**src/rtl/rom_access_sequencer.sv**
```systemverilog
// ROM access sequencer: services switch-word writes into a 2K x 16 ROM and scans one 32-column page to a dot matrix.
// Optional macro ROM_SEQ_READBACK_EN adds a read-back verify after every write, with sticky error flag WR_ERR.
module rom_access_sequencer #(
    parameter int SCAN_DIV = 1024
) (
    input  logic        CLK,
    input  logic        RESET,
    input  logic [1:0]  MODE,
    input  logic        WR_REQ,
    input  logic [15:0] wr_data,
    input  logic        PAGE_UP,
    input  logic        PAGE_DOWN,
    output logic [10:0] rom_addr,
    output logic [15:0] rom_wdata,
    output logic        ROM_WE,
    input  logic [15:0] rom_rdata,
    output logic        WR_ACK,
    output logic        WR_ERR,
    output logic [7:0]  page,
    output logic        BUSY,
    output logic [4:0]  dmd_column_id,
    output logic [15:0] dmd_data,
    output logic        DMD_LOAD
);

    localparam logic [2:0]  S_IDLE      = 3'd0;
    localparam logic [2:0]  S_WRITE     = 3'd1;
    localparam logic [2:0]  S_VERIFY    = 3'd2;
    localparam logic [2:0]  S_SCAN_ADDR = 3'd3;
    localparam logic [2:0]  S_SCAN_LOAD = 3'd4;
    localparam logic [15:0] DIV_LAST    = 16'(SCAN_DIV - 1);

    logic [2:0]  state_q, state_d;
    logic [10:0] wr_ptr_q, wr_ptr_d;
    logic [5:0]  view_page_q, view_page_d;
    logic [5:0]  last_page_q, last_page_d;
    logic [4:0]  col_q, col_d;
    logic [15:0] div_q, div_d;
    logic        pend_wr_q, pend_wr_d;
    logic        pend_tick_q, pend_tick_d;
    logic [15:0] wdata_hold_q, wdata_hold_d;
    logic [10:0] rom_addr_q, rom_addr_d;
    logic [15:0] rom_wdata_q, rom_wdata_d;
    logic        rom_we_q, rom_we_d;
    logic        wr_ack_q, wr_ack_d;
    logic [7:0]  page_q, page_d;
    logic        busy_q, busy_d;
    logic [4:0]  dmd_col_q, dmd_col_d;
    logic [15:0] dmd_hold_q, dmd_hold_d;
    logic        dmd_load_q, dmd_load_d;
`ifdef ROM_SEQ_READBACK_EN
    logic        vphase_q, vphase_d;
    logic        err_q, err_d;
`endif

    logic        mode_wr_s;
    logic        wr_now_s;
    logic        tick_s;
    logic [5:0]  scan_page_s;
    logic        page_chg_s;
    logic [4:0]  col_use_s;

    assign mode_wr_s   = (MODE == 2'd0);
    assign wr_now_s    = WR_REQ && mode_wr_s;
    assign tick_s      = (div_q == DIV_LAST);
    assign scan_page_s = mode_wr_s ? wr_ptr_q[10:5] : view_page_q;
    assign page_chg_s  = (scan_page_s != last_page_q);
    // A page switch restarts the scan at column 0 for the next scan step.
    assign col_use_s   = page_chg_s ? 5'd0 : col_q;

    // Next-state, datapath and registered-output computation.
    always_comb begin
        state_d      = state_q;
        wr_ptr_d     = wr_ptr_q;
        view_page_d  = view_page_q;
        last_page_d  = scan_page_s;
        col_d        = col_use_s;
        div_d        = tick_s ? 16'd0 : div_q + 16'd1;
        pend_wr_d    = mode_wr_s && (pend_wr_q || WR_REQ);
        pend_tick_d  = pend_tick_q || tick_s;
        wdata_hold_d = wr_now_s ? wr_data : wdata_hold_q;
        rom_addr_d   = rom_addr_q;
        rom_wdata_d  = rom_wdata_q;
        rom_we_d     = 1'b0;
        wr_ack_d     = 1'b0;
        dmd_col_d    = dmd_col_q;
        dmd_hold_d   = dmd_hold_q;
        dmd_load_d   = 1'b0;
`ifdef ROM_SEQ_READBACK_EN
        vphase_d     = vphase_q;
        err_d        = err_q;
`endif
        if ((MODE == 2'd2) && PAGE_UP && !PAGE_DOWN) begin
            view_page_d = view_page_q + 6'd1;
        end else if ((MODE == 2'd2) && PAGE_DOWN && !PAGE_UP) begin
            view_page_d = view_page_q - 6'd1;
        end else begin
            view_page_d = view_page_q;
        end

        case (state_q)
            S_IDLE: begin
                if (pend_wr_d) begin
                    state_d     = S_WRITE;
                    rom_addr_d  = wr_ptr_q;
                    rom_wdata_d = wdata_hold_d;
                    rom_we_d    = 1'b1;
`ifndef ROM_SEQ_READBACK_EN
                    wr_ack_d    = 1'b1;
`endif
                    wr_ptr_d    = wr_ptr_q + 11'd1;
                    pend_wr_d   = 1'b0;
                end else if (pend_tick_d) begin
                    state_d     = S_SCAN_ADDR;
                    rom_addr_d  = {scan_page_s, col_use_s};
                    pend_tick_d = 1'b0;
                end else begin
                    state_d     = S_IDLE;
                end
            end
            S_WRITE: begin
`ifdef ROM_SEQ_READBACK_EN
                state_d  = S_VERIFY;
                vphase_d = 1'b0;
`else
                state_d  = S_IDLE;
`endif
            end
            S_VERIFY: begin
`ifdef ROM_SEQ_READBACK_EN
                // Phase 0 re-presents the written address; phase 1 sees its read data.
                if (!vphase_q) begin
                    vphase_d = 1'b1;
                    wr_ack_d = 1'b1;
                end else begin
                    vphase_d = 1'b0;
                    state_d  = S_IDLE;
                    if (rom_rdata != rom_wdata_q) begin
                        err_d = 1'b1;
                    end else begin
                        err_d = err_q;
                    end
                end
`else
                state_d = S_IDLE;
`endif
            end
            S_SCAN_ADDR: begin
                state_d    = S_SCAN_LOAD;
                dmd_load_d = 1'b1;
                dmd_col_d  = rom_addr_q[4:0];
            end
            S_SCAN_LOAD: begin
                state_d    = S_IDLE;
                dmd_hold_d = rom_rdata;
                col_d      = page_chg_s ? 5'd0 : col_q + 5'd1;
            end
            default: begin
                state_d = S_IDLE;
            end
        endcase

        page_d = {2'b00, (mode_wr_s ? wr_ptr_d[10:5] : view_page_d)};
        busy_d = (state_d != S_IDLE);
    end

    // State and output registers with asynchronous reset.
    always_ff @(posedge CLK or posedge RESET) begin
        if (RESET) begin
            state_q      <= S_IDLE;
            wr_ptr_q     <= 11'd0;
            view_page_q  <= 6'd0;
            last_page_q  <= 6'd0;
            col_q        <= 5'd0;
            div_q        <= 16'd0;
            pend_wr_q    <= 1'b0;
            pend_tick_q  <= 1'b0;
            wdata_hold_q <= 16'd0;
            rom_addr_q   <= 11'd0;
            rom_wdata_q  <= 16'd0;
            rom_we_q     <= 1'b0;
            wr_ack_q     <= 1'b0;
            page_q       <= 8'd0;
            busy_q       <= 1'b0;
            dmd_col_q    <= 5'd0;
            dmd_hold_q   <= 16'd0;
            dmd_load_q   <= 1'b0;
`ifdef ROM_SEQ_READBACK_EN
            vphase_q     <= 1'b0;
            err_q        <= 1'b0;
`endif
        end else begin
            state_q      <= state_d;
            wr_ptr_q     <= wr_ptr_d;
            view_page_q  <= view_page_d;
            last_page_q  <= last_page_d;
            col_q        <= col_d;
            div_q        <= div_d;
            pend_wr_q    <= pend_wr_d;
            pend_tick_q  <= pend_tick_d;
            wdata_hold_q <= wdata_hold_d;
            rom_addr_q   <= rom_addr_d;
            rom_wdata_q  <= rom_wdata_d;
            rom_we_q     <= rom_we_d;
            wr_ack_q     <= wr_ack_d;
            page_q       <= page_d;
            busy_q       <= busy_d;
            dmd_col_q    <= dmd_col_d;
            dmd_hold_q   <= dmd_hold_d;
            dmd_load_q   <= dmd_load_d;
`ifdef ROM_SEQ_READBACK_EN
            vphase_q     <= vphase_d;
            err_q        <= err_d;
`endif
        end
    end

    assign rom_addr      = rom_addr_q;
    assign rom_wdata     = rom_wdata_q;
    assign ROM_WE        = rom_we_q;
    assign WR_ACK        = wr_ack_q;
    assign page          = page_q;
    assign BUSY          = busy_q;
    assign dmd_column_id = dmd_col_q;
    assign DMD_LOAD      = dmd_load_q;
    // ROM read data arrives during SCAN_LOAD itself, so it is passed through then and held afterwards.
    assign dmd_data      = (state_q == S_SCAN_LOAD) ? rom_rdata : dmd_hold_q;
`ifdef ROM_SEQ_READBACK_EN
    assign WR_ERR        = err_q;
`else
    assign WR_ERR        = 1'b0;
`endif

endmodule

```
**config.mk**
```make
export PLATFORM = sky130hd
export DESIGN_NAME = rom_access_sequencer
export DESIGN_NICKNAME = d
export VERILOG_FILES = /design/src/rtl/rom_access_sequencer.sv
export SDC_FILE = /design/constraint.sdc
export NUM_CORES = 1
export LEC_CHECK = 0
export ABC_AREA = 1
export CORE_ASPECT_RATIO = 1.2
export CORE_UTILIZATION = 47
export CTS_CLUSTER_DIAMETER = 50
export DETAILED_ROUTE_END_ITERATION = 8
export HOLD_SLACK_MARGIN = 0.03
export PLACE_DENSITY = 0.73
export SYNTH_ARGS = -nofsm -noshare
export SYNTH_HDL_FRONTEND = slang
export SYNTH_SLANG_ARGS = --single-unit
export TNS_END_PERCENT = 5
```
**constraint.sdc**
```tcl
create_clock -name CLK -period 3.9 [get_ports CLK]
set_clock_uncertainty 0.05 [all_clocks]
set_input_delay 0.78 -clock CLK [delete_from_list [all_inputs] [get_ports CLK]]
set_output_delay 0.78 -clock CLK [all_outputs]
set_load 0.02 [all_outputs]
```
== After elaboration in Yosys (flattened, before gate mapping) ==
Index checks and enable logic that the tools add are counted.
Word-level totals
  register bits after elaboration: 122
  input port bits: 39
  output and inout bits: 61
  word-level logic and storage cells: 67
Cells by class
  add/subtract/negate cells: 5
  equal/unequal tests: 5
  mux-type cells: 23
  reductions and logical operators: 16
Operators with widths (count)
  2-to-1 mux 16 bit: 3
  2-to-1 mux 11 bit: 4
  2-to-1 mux 6 bit: 4
  adder 16 x 1 -> 16 bit, second input constant: 1
  == test 16 x 10 -> 1 bit, second input constant: 1
  2-to-1 mux 5 bit: 3
  adder 11 x 1 -> 11 bit, second input constant: 1
  adder 6 x 1 -> 6 bit, second input constant: 1
  logical AND 1 bit: 6
  2-to-1 mux 1 bit: 6
  != test 6 bit: 1
  case mux 3 bit (2 select lines): 1
  subtractor 6 x 1 -> 6 bit, second input constant: 1
  adder 5 x 1 -> 5 bit, second input constant: 1
  2-to-1 mux 2 bit: 2
  AND reduction 2 bit: 2
  == test 3 x 2 -> 1 bit, second input constant: 1
  == test 3 bit, second input constant: 1
  zero test 3 bit: 1
  nonzero test 3 bit: 1
  == test 2 bit, second input constant: 1
  zero test 1 bit: 2
  zero test 2 bit: 1
  logical OR 1 bit: 2
  nonzero test 2 bit: 1

== Logic depth before layout (Yosys ltp) ==
Gate-level depths: netlist of the first run.
  depth after elaboration: 6
  mapped depth: 12
  mapped depth without buffers: 12

== Worst setup path before layout of the first run ==
No wires, ideal clock.
  kind: register to output
  from: register state_q[1]
  to: output dmd_data[10]
  data arrival time: 1.262 ns
  required time: 3.070 ns
  path slack: 1.808 ns
  stages on the path, launching flop included: 7
  path buffers: 2
  path through: dfrtp_1 -> nor2_1 -> nand2_1 -> clkbuf_1 -> clkbuf_1 -> nand2_1 -> nand2_1
On the way
  cells in the longest elaborated chain, start to end: 2
Ends and longest elaborated chain
  start: declaration: RTL line 33  | logic [2:0] state_q, state_d;
  start signal: assignment: RTL line 193  | state_q <= state_d;
  == test 3 bit: RTL line 227  | assign dmd_data = (state_q == S_SCAN_LOAD) ? rom_rdata : dmd_hold_q;
  2-to-1 mux 16 bit: RTL line 227
  end: declaration: RTL line 22  | output logic [15:0] dmd_data,
No other way between the ends.

== Final worst setup path of the first run ==
  from: register state_q[1]
  to: output dmd_data[7]
The elaborated chain is that of the path after synthesis.

==> impl_metrics.yaml, run 1 <==
status:
  status: "complete, no violations"
clock_network:
  clk_path_buf_depth: 2
  cts-root-buf: "clkbuf_16"
  clock_latency_ns: 0.41
  clkTransAtPathRegs_ns: 0.05
  cts_tree: "done"
  postCtsHoldBufs: 0
  cts_inserted_buffers: 17
  cts_setup_buffers: 0
  htreeDepth: 4
  cts.sinks: 122
  cts_resized: 0
floorplan:
  die_w_um: 100
  core_sq_um: 11100
  start_util: 0.486
  die_height_um: 120
  die-area_sq_um: 12000
  io_pins: 100
  row_count: 42
pwr:
  power_density_nw_per_um2: 618
  ir_drop_uv: 407
  power.total_mw: 4.43
  p_leak_nw: 3.54
setup_path:
  timing.rr.start: "div_q[0]"
  crit_path_max_fanout: 20
  cp-start-kind: "flip-flop"
  cpPeakStageDelay_ns: 0.55
  path_cells: "nor2_1 > nand2_1 > buf_4 > clkinv_1 > nand2_1 > nand2_1 > clkdlybuf4s50_1"
  rrSetupSlack_ns: 1.95
  r2r_cells: 9
  crit_required_ns: 3.07
  cp_slowest_cell: "clkdlybuf4s50_1"
  timing_worst_setup_path_type: "flip-flop to primary output"
  crit_buf_inv: 3
  arrival_ns: 2.42
  end_kind: "primary output"
  crit_top_cell: "nand2_1"
  r2r_end: "rom_addr[1]"
  cp_top_family: "buffers and inverters"
global_route:
  antenna_found_initial: 0
  grt_pass1_wl_mm: 19.5
  grt_overflow: 0
  grt_max_degree: 70
  grt_pass1_vias: 4246
  grtUsageTotal: 0.210
timing:
  rsz0062_at_grt: "no"
  post-route-period-util: 0.833
  max_freq_mhz: 308
  tightest_slew_ns: 0.635
  tns_ns: 0
  drv_slew: 0
  hold_viol_final: 0
  finalSetupViolCount: 0
  relSlewSlack: 0.576
  min_period_ns: 3.25
logic_synthesis:
  yosys.area.top_type: "dfrtp_1"
  ys_seq_area_frac: 0.564
  ys_types: 37
  syn_area_per_cell_sq_um: 8.82
  synthFlopType: "dfrtp_1"
  netlist_instances: 614
  synth_top_area_frac: 0.564
  synth-edff-count: 0
  yosys_warnings: 0
  async_reset_ff_frac: 1.00
  ys_top_cells_by_area: "dfrtp_1, nand2_1, nand3_1, nor2_1, xor2_1"
  synth-seq-cells: 122
  syn_area_sq_um: 5410
cells_and_area:
  diodes: 0
  final_common_cell: "nand2_1"
  areaGrowthSynthToFinish_pct: 32.5
  layout.nets: 761
  drive_gt1_frac: 0.0890
  final_cell_mix: "nand2_1, dfrtp_1, clkdlybuf4s50_1, nor2_1, inv_1"
  instances_no_fill: 884
job:
  max_cap_viol_count: 0
hold_path:
  hold_depth: 2
  hp-class: "flip-flop to flip-flop"
  hold_start: "wdata_hold_q[3]"
  whs_endpoint: "wdata_hold_q[3]"
routing:
  drc: 0
  wl_mm: 11.6
  num_vias: 4304
  vias_per_cell: 4.87
  drt-pass1-iter-count: 4
  ant_nets: 0
  detail_route.iter0.violations: 166
  routedWlPerCell_um: 13.1
place:
  place.gp.congestion: 0.807
  dp.final_hpwl_mm: 7.94
  place.port_buffers: 96
  place_inst: 852
[logic make-up (layout without fill, tap and decap cells)]
logic type	Yosys count	count (layout)	synth area share
flops	122	122	0.564
fa+ha+maj	5	5	0.0116
other cells	1	3	0.000693
compound gates	40	40	0.0425
buf+inv	76	190	0.0619
xor+xnor	25	25	0.0418
simple gates	345	345	0.277
[sequential cells by signal, indices dropped and copies added (netlist names), 6 cells and up]
name and flops:
rom_wdata 16, wr_ptr_q 11, div_q 16, page 6
dmd_hold_q 16, rom_addr 11, wdata_hold_q 16, view_page_q 6
last_page_q 6
[per-stage QoR]
step / util / area, sq um / hold slack, ns / worst slack [ns]
after CTS: 0.644 / 7170 / 0.418 / 0.605
after floorplan: - / 5420 / 0.382 / 1.57
after global placement: 0.584 / 6510 / 0.395 / 1.04
after detailed placement: 0.584 / 6510 / 0.404 / 1.00
after global routing: 0.644 / 7170 / 0.435 / 0.390
final: 0.644 / 7170 / 0.418 / 0.652
[worst register-to-register path: cells and delay by family, from the launching register on]
| family | cells | cell delay [ns] |
|---|---|---|
| AO/OA/AOI/OAI | 1 | 0.06 |
| adder cells (fa/ha/maj) | 1 | 0.23 |
| buffers and inverters | 1 | 0.22 |
| flip-flops | 1 | 0.40 |
| AND/OR/NAND/NOR | 6 | 0.87 |
[how the worst max path moves through the flow]
stage / cells past startpoint / startpoint / slack (ns) / endpoint
floorplan: 1 / RESET / 1.57 / BUSY
global placement: 5 / MODE[0] / 1.04 / rom_wdata[3]
detailed placement: 5 / MODE[0] / 1.00 / rom_wdata[1]
CTS: 7 / state_q[1] / 0.60 / dmd_data[1]
global route: 7 / state_q[1] / 0.39 / dmd_data[7]
finish: 7 / state_q[1] / 0.65 / dmd_data[7]
[report_power, final]
group          switching, mW  leakage [nW]  internal (mW)
sequential             0.149          1.49           1.50
clock                  0.547         0.325           1.21
combinational          0.580          1.73          0.443
total                   1.28          3.54           3.15
[layout make-up]
type	count	area, sq um
multi-input combinational	418	2030
sequential	122	3050
inverter	57	219
tap	154	193
clock inverter	14	225
clock buffer	18	439
fill	952	3970
timing repair buffer	101	1010
[Yosys cell counts, types with 4 or more instances]
cell / n
inv_2: 6
nor3_1: 7
buf_4: 5
inv_1: 49
nor2_1: 59
nand2_2: 6
o21ai_0: 10
nand3b_1: 5
clkbuf_1: 4
nand2_1: 200
a21oi_1: 9
nand3_1: 46
nor2_2: 4
a31oi_1: 16
ha_1: 5
xor2_1: 22
buf_2: 6
dfrtp_1: 122
[routing by layer]
layer | vias to the layer above | track usage | routed length [um]
li1 | 2135 | - | -
met1 | 2039 | 0.258 | 4850
met2 | 108 | 0.352 | 5940
met3 | 22 | 0.0565 | 566
met4 | 0 | 0.0809 | 208
met5 | - | 0 | 0
No activity file was read; power rests on OpenSTA's default activity.
==> run 2, diff against run 1 <==
- clock period: 3.9 -> 2.75 ns (I/O delays scaled with it)
==> impl_metrics.yaml, run 2 (synthesized netlist as in run 1, its figures left out) <==
status:
  status: "complete, no violations"
global_route:
  grt_use_met3: 0.0629
  grtUsageTotal: 0.206
  grt_pass1_wl_mm: 19.1
  grt_pass1_vias: 4284
  grt-busiest-layer: "met2"
  antenna_found_initial: 0
  grt_overflow: 0
  grt_use_met2: 0.343
  gr-usage-met1: 0.249
  grt_max_degree: 123
routing:
  detail_route.iter0.violations: 202
  wl_mm: 11.4
  ant_nets: 0
  num_vias: 4323
  drt-pass1-iter-count: 4
  vias_per_cell: 4.88
  drc: 0
  routedWlPerCell_um: 12.9
setup_path:
  cpPeakStageDelay_ns: 0.61
  timing.rr.start: "div_q[0]"
  r2r_end: "rom_addr[10]"
  path_cells: "nor2_1 > nand2_1 > inv_4 > nand2_1 > nand2_1 > clkdlybuf4s50_1"
  crit_top_cell: "nand2_1"
  end_kind: "primary output"
  cp-start-kind: "flip-flop"
  r2r_cells: 9
  crit_required_ns: 2.15
  cp_top_family: "buffers and inverters"
  rrSetupSlack_ns: 0.88
  crit_buf_inv: 2
  crit_path_max_fanout: 19
  arrival_ns: 2.00
  timing_worst_setup_path_type: "flip-flop to primary output"
  cp_slowest_cell: "clkdlybuf4s50_1"
timing:
  finalSetupViolCount: 0
  min_period_ns: 2.60
  holdWs_ns: 0.402
  drv_slew: 0
  max_freq_mhz: 384
  tightest_slew_ns: 0.658
  post-route-period-util: 0.947
  relSlewSlack: 0.561
  hold_viol_final: 0
floorplan:
  start_util: 0.486
  die-area_sq_um: 12000
  core_sq_um: 11100
  io_pins: 100
  die_height_um: 120
  row_count: 42
  die_w_um: 100
pwr:
  power.total_mw: 6.12
  power_density_nw_per_um2: 858
  p_leak_nw: 3.53
  ir_drop_uv: 524
cells_and_area:
  areaGrowthSynthToFinish_pct: 31.9
  final_common_cell: "nand2_1"
  instances_no_fill: 885
  finish.utilization: 0.641
  drive_gt1_frac: 0.0889
  layout.nets: 762
  diodes: 0
  final_cell_mix: "nand2_1, dfrtp_1, clkdlybuf4s50_1, nor2_1, inv_1"
  fin_area_sq_um: 7140
place:
  place.gp.congestion: 0.858
  place_inst: 853
  place_area_sq_um: 6520
  place.port_buffers: 96
  dp.final_hpwl_mm: 7.82
clock_network:
  htreeDepth: 4
  clkTransAtPathRegs_ns: 0.05
  cts.sinks: 122
  clock_latency_ns: 0.41
  clk_path_buf_depth: 2
  cts_inserted_buffers: 17
  cts_tree: "done"
  cts-root-buf: "clkbuf_16"
job:
  max_cap_viol_count: 0
hold_path:
  hold_depth: 1
  hold_start: "div_q[0]"
  whs_endpoint: "div_q[0]"
  hp-class: "flip-flop to flip-flop"
## run 2: metrics by stage
stage	worst slack [ns]	TNS (ns)
global route	-0.00889	-0.0303
finish	0.146	0
detailed placement	0.229	0
global placement	0.275	0
floorplan	0.653	0
CTS	0.0941	0
## run 2: worst max-delay path by stage
stage / start / to / cells after the start
after floorplan: RESET / BUSY / 1
after global placement: MODE[0] / rom_wdata[1] / 7
after detailed placement: MODE[0] / rom_wdata[2] / 7
after CTS: state_q[1] / dmd_data[11] / 6
after global routing: state_q[1] / dmd_data[5] / 6
final: state_q[1] / dmd_data[14] / 6
## run 2: worst register-to-register path, stage by stage (launching register included)
cell and delay [ns]:
dfrtp_1 0.36, ha_1 0.20, nand3_1 0.19, nor3_4 0.26
nand2_1 0.13, nand3b_1 0.11, nand2_2 0.14, buf_4 0.21
nand2_1 0.08, o21ai_2 0.05
## run 2: area by class of cell
cell class,instances,area (sq um)
Fill cell,931,4000
Sequential cell,122,3050
Multi-Input combinational cell,418,2030
Timing Repair Buffer,102,1020
Clock buffer,20,447
Inverter,57,221
Tap cell,154,193
Clock inverter,12,173
## run 2: power by group
part | switching, mW | internal [mW] | total, mW
clock network | 0.783 | 1.53 | 2.32
registers | 0.222 | 2.13 | 2.36
logic | 0.823 | 0.629 | 1.45
total | 1.83 | 4.30 | 6.12
## run 2: what timing repair did
item                                    in CTS  in global routing
hold buffers                                 0                  0
setup buffers                                0                  0
resized for setup                            1                  2
endpoints found under the setup margin      16                 13
## run 2: per-layer routing
| metal | vias to the layer above | part of all wire |
|---|---|---|
| met5 | - | 0 |
| met4 | 0 | 0.017 |
| met3 | 19 | 0.052 |
| met2 | 117 | 0.50 |
| met1 | 2045 | 0.43 |
| li1 | 2142 | - |
==> run 3, diff against run 2 <==
- CTS_CLUSTER_DIAMETER: 50 -> not set
- MAX_ROUTING_LAYER: not set -> met4
==> impl_metrics.yaml, run 3 (synthesized netlist as in run 1, its figures left out) <==
status:
  status: "complete, no violations"
cells_and_area:
  final_cell_mix: "nand2_1, dfrtp_1, clkdlybuf4s50_1, nor2_1, inv_1"
  areaGrowthSynthToFinish_pct: 31.9
  diodes: 0
  layout.nets: 762
  drive_gt1_frac: 0.0889
  seq_area_sq_um: 3050
  multi_input_area_sq_um: 2030
  final_common_cell: "nand2_1"
  nFillCells: 931
  finish.utilization: 0.641
  fin_area_sq_um: 7140
timing:
  post-route-period-util: 0.946
  finalSetupViolCount: 0
  relSlewSlack: 0.572
  holdWs_ns: 0.402
  hold_viol_final: 0
  drv_slew: 0
  min_period_ns: 2.60
  tns_ns: 0
  max_freq_mhz: 384
  tightest_slew_ns: 0.642
setup_path:
  crit_required_ns: 2.15
  crit_path_max_fanout: 19
  cp-start-kind: "flip-flop"
  timing_worst_setup_path_type: "flip-flop to primary output"
  end_kind: "primary output"
  arrival_ns: 2.00
floorplan:
  start_util: 0.486
  die-area_sq_um: 12000
  die_w_um: 100
  core_sq_um: 11100
  row_count: 42
  io_pins: 100
  die_height_um: 120
clock_network:
  htreeDepth: 4
  cts-root-buf: "clkbuf_16"
  cts_inserted_buffers: 17
  cts_tree: "done"
  cts.sinks: 122
  clk_path_buf_depth: 2
  clkTransAtPathRegs_ns: 0.05
  clock_latency_ns: 0.41
  cts_setup_buffers: 0
global_route:
  grt_max_degree: 123
  grt_overflow: 0
  antenna_found_initial: 0
  grt_pass1_vias: 4287
  grtUsageTotal: 0.212
  grt_pass1_wl_mm: 19.1
pwr:
  power_density_nw_per_um2: 857
  ir_drop_uv: 524
  p_leak_nw: 3.53
  switching_share: 0.298
  internal_power_mw: 4.30
  p_sw_mw: 1.83
  comb_power_share: 0.237
  seqPwrFrac: 0.385
  p_clk_frac: 0.378
routing:
  ant_nets: 0
  routedWlPerCell_um: 12.9
  detail_route.iter0.violations: 202
  wl_mm: 11.4
  vias_per_cell: 4.87
  drt-pass1-iter-count: 4
  drc: 0
  num_vias: 4310
place:
  place.gp.congestion: 0.871
  dp.final_hpwl_mm: 7.82
  place.port_buffers: 96
  place_area_sq_um: 6520
job:
  max_cap_viol_count: 0
hold_path:
  hp-class: "flip-flop to flip-flop"
==> run 3: repair_timing <==
item,in CTS,in global routing
hold buffers,0,0
endpoints found under the setup margin,16,13
gates resized for setup,1,2
gates cloned,0,0
==> run 3: through the flow <==
step,setup slack (ns),cells,power (mW)
2_1_floorplan,0.653,616,3.19
3_3_place_gp,0.275,853,3.79
3_5_place_dp,0.229,853,3.84
4_1_cts,0.0941,885,6.18
5_1_grt,-0.00885,885,6.43
6_report,0.147,885,6.12
==> run 3: final cells by class <==
cell class	count	share of cell area
Sequential cell	122	0.428
Multi-Input combinational cell	418	0.285
Timing Repair Buffer	102	0.143
Clock buffer	20	0.0626
Inverter	57	0.0310
Tap cell	154	0.0270
Clock inverter	12	0.0242
==> run 3: critical path, stage by stage, from the launching register on <==
cell and delay [ns]:
dfrtp_1 0.37, nor2_1 0.14, nand2_1 0.13, inv_4 0.18, nand2_1 0.08, nand2_1 0.09
clkdlybuf4s50_1 0.61
==> run 3: routing by layer <==
metal,GRT usage,vias up,share of wire
li1,-,2136,-
met1,0.250,2054,0.44
met2,0.343,108,0.51
met3,0.0617,12,0.045
met4,0.0827,0,0.011
met5,-,-,0
==> run 3: path summary, 6_finish.rpt <==
kind / startpoint / endpoint / slack (ns) / cells past startpoint
max: state_q[1] / dmd_data[8] / 0.15 / 6
min: div_q[0] / div_q[0] / 0.40 / 1
max reg2reg: div_q[0] / rom_addr[10] / 0.87 / 9
min reg2reg: div_q[0] / div_q[0] / 0.40 / 1
max in group asynchronous: RESET / wdata_hold_q[8] / 1.55 / 3
min in group asynchronous: RESET / rom_wdata[2] / 0.61 / 3
==> run 3: power by group through the flow <==
| stage | logic [mW] | clock network (mW) | registers (mW) |
|---|---|---|---|
| 6_report | 1.45 | 2.31 | 2.35 |
| 5_1_grt | 1.60 | 2.44 | 2.40 |
| 4_1_cts | 1.47 | 2.36 | 2.36 |
| 3_5_place_dp | 1.46 | 0 | 2.38 |
| 3_3_place_gp | 1.42 | 0 | 2.37 |
| 2_1_floorplan | 0.689 | 0 | 2.50 |
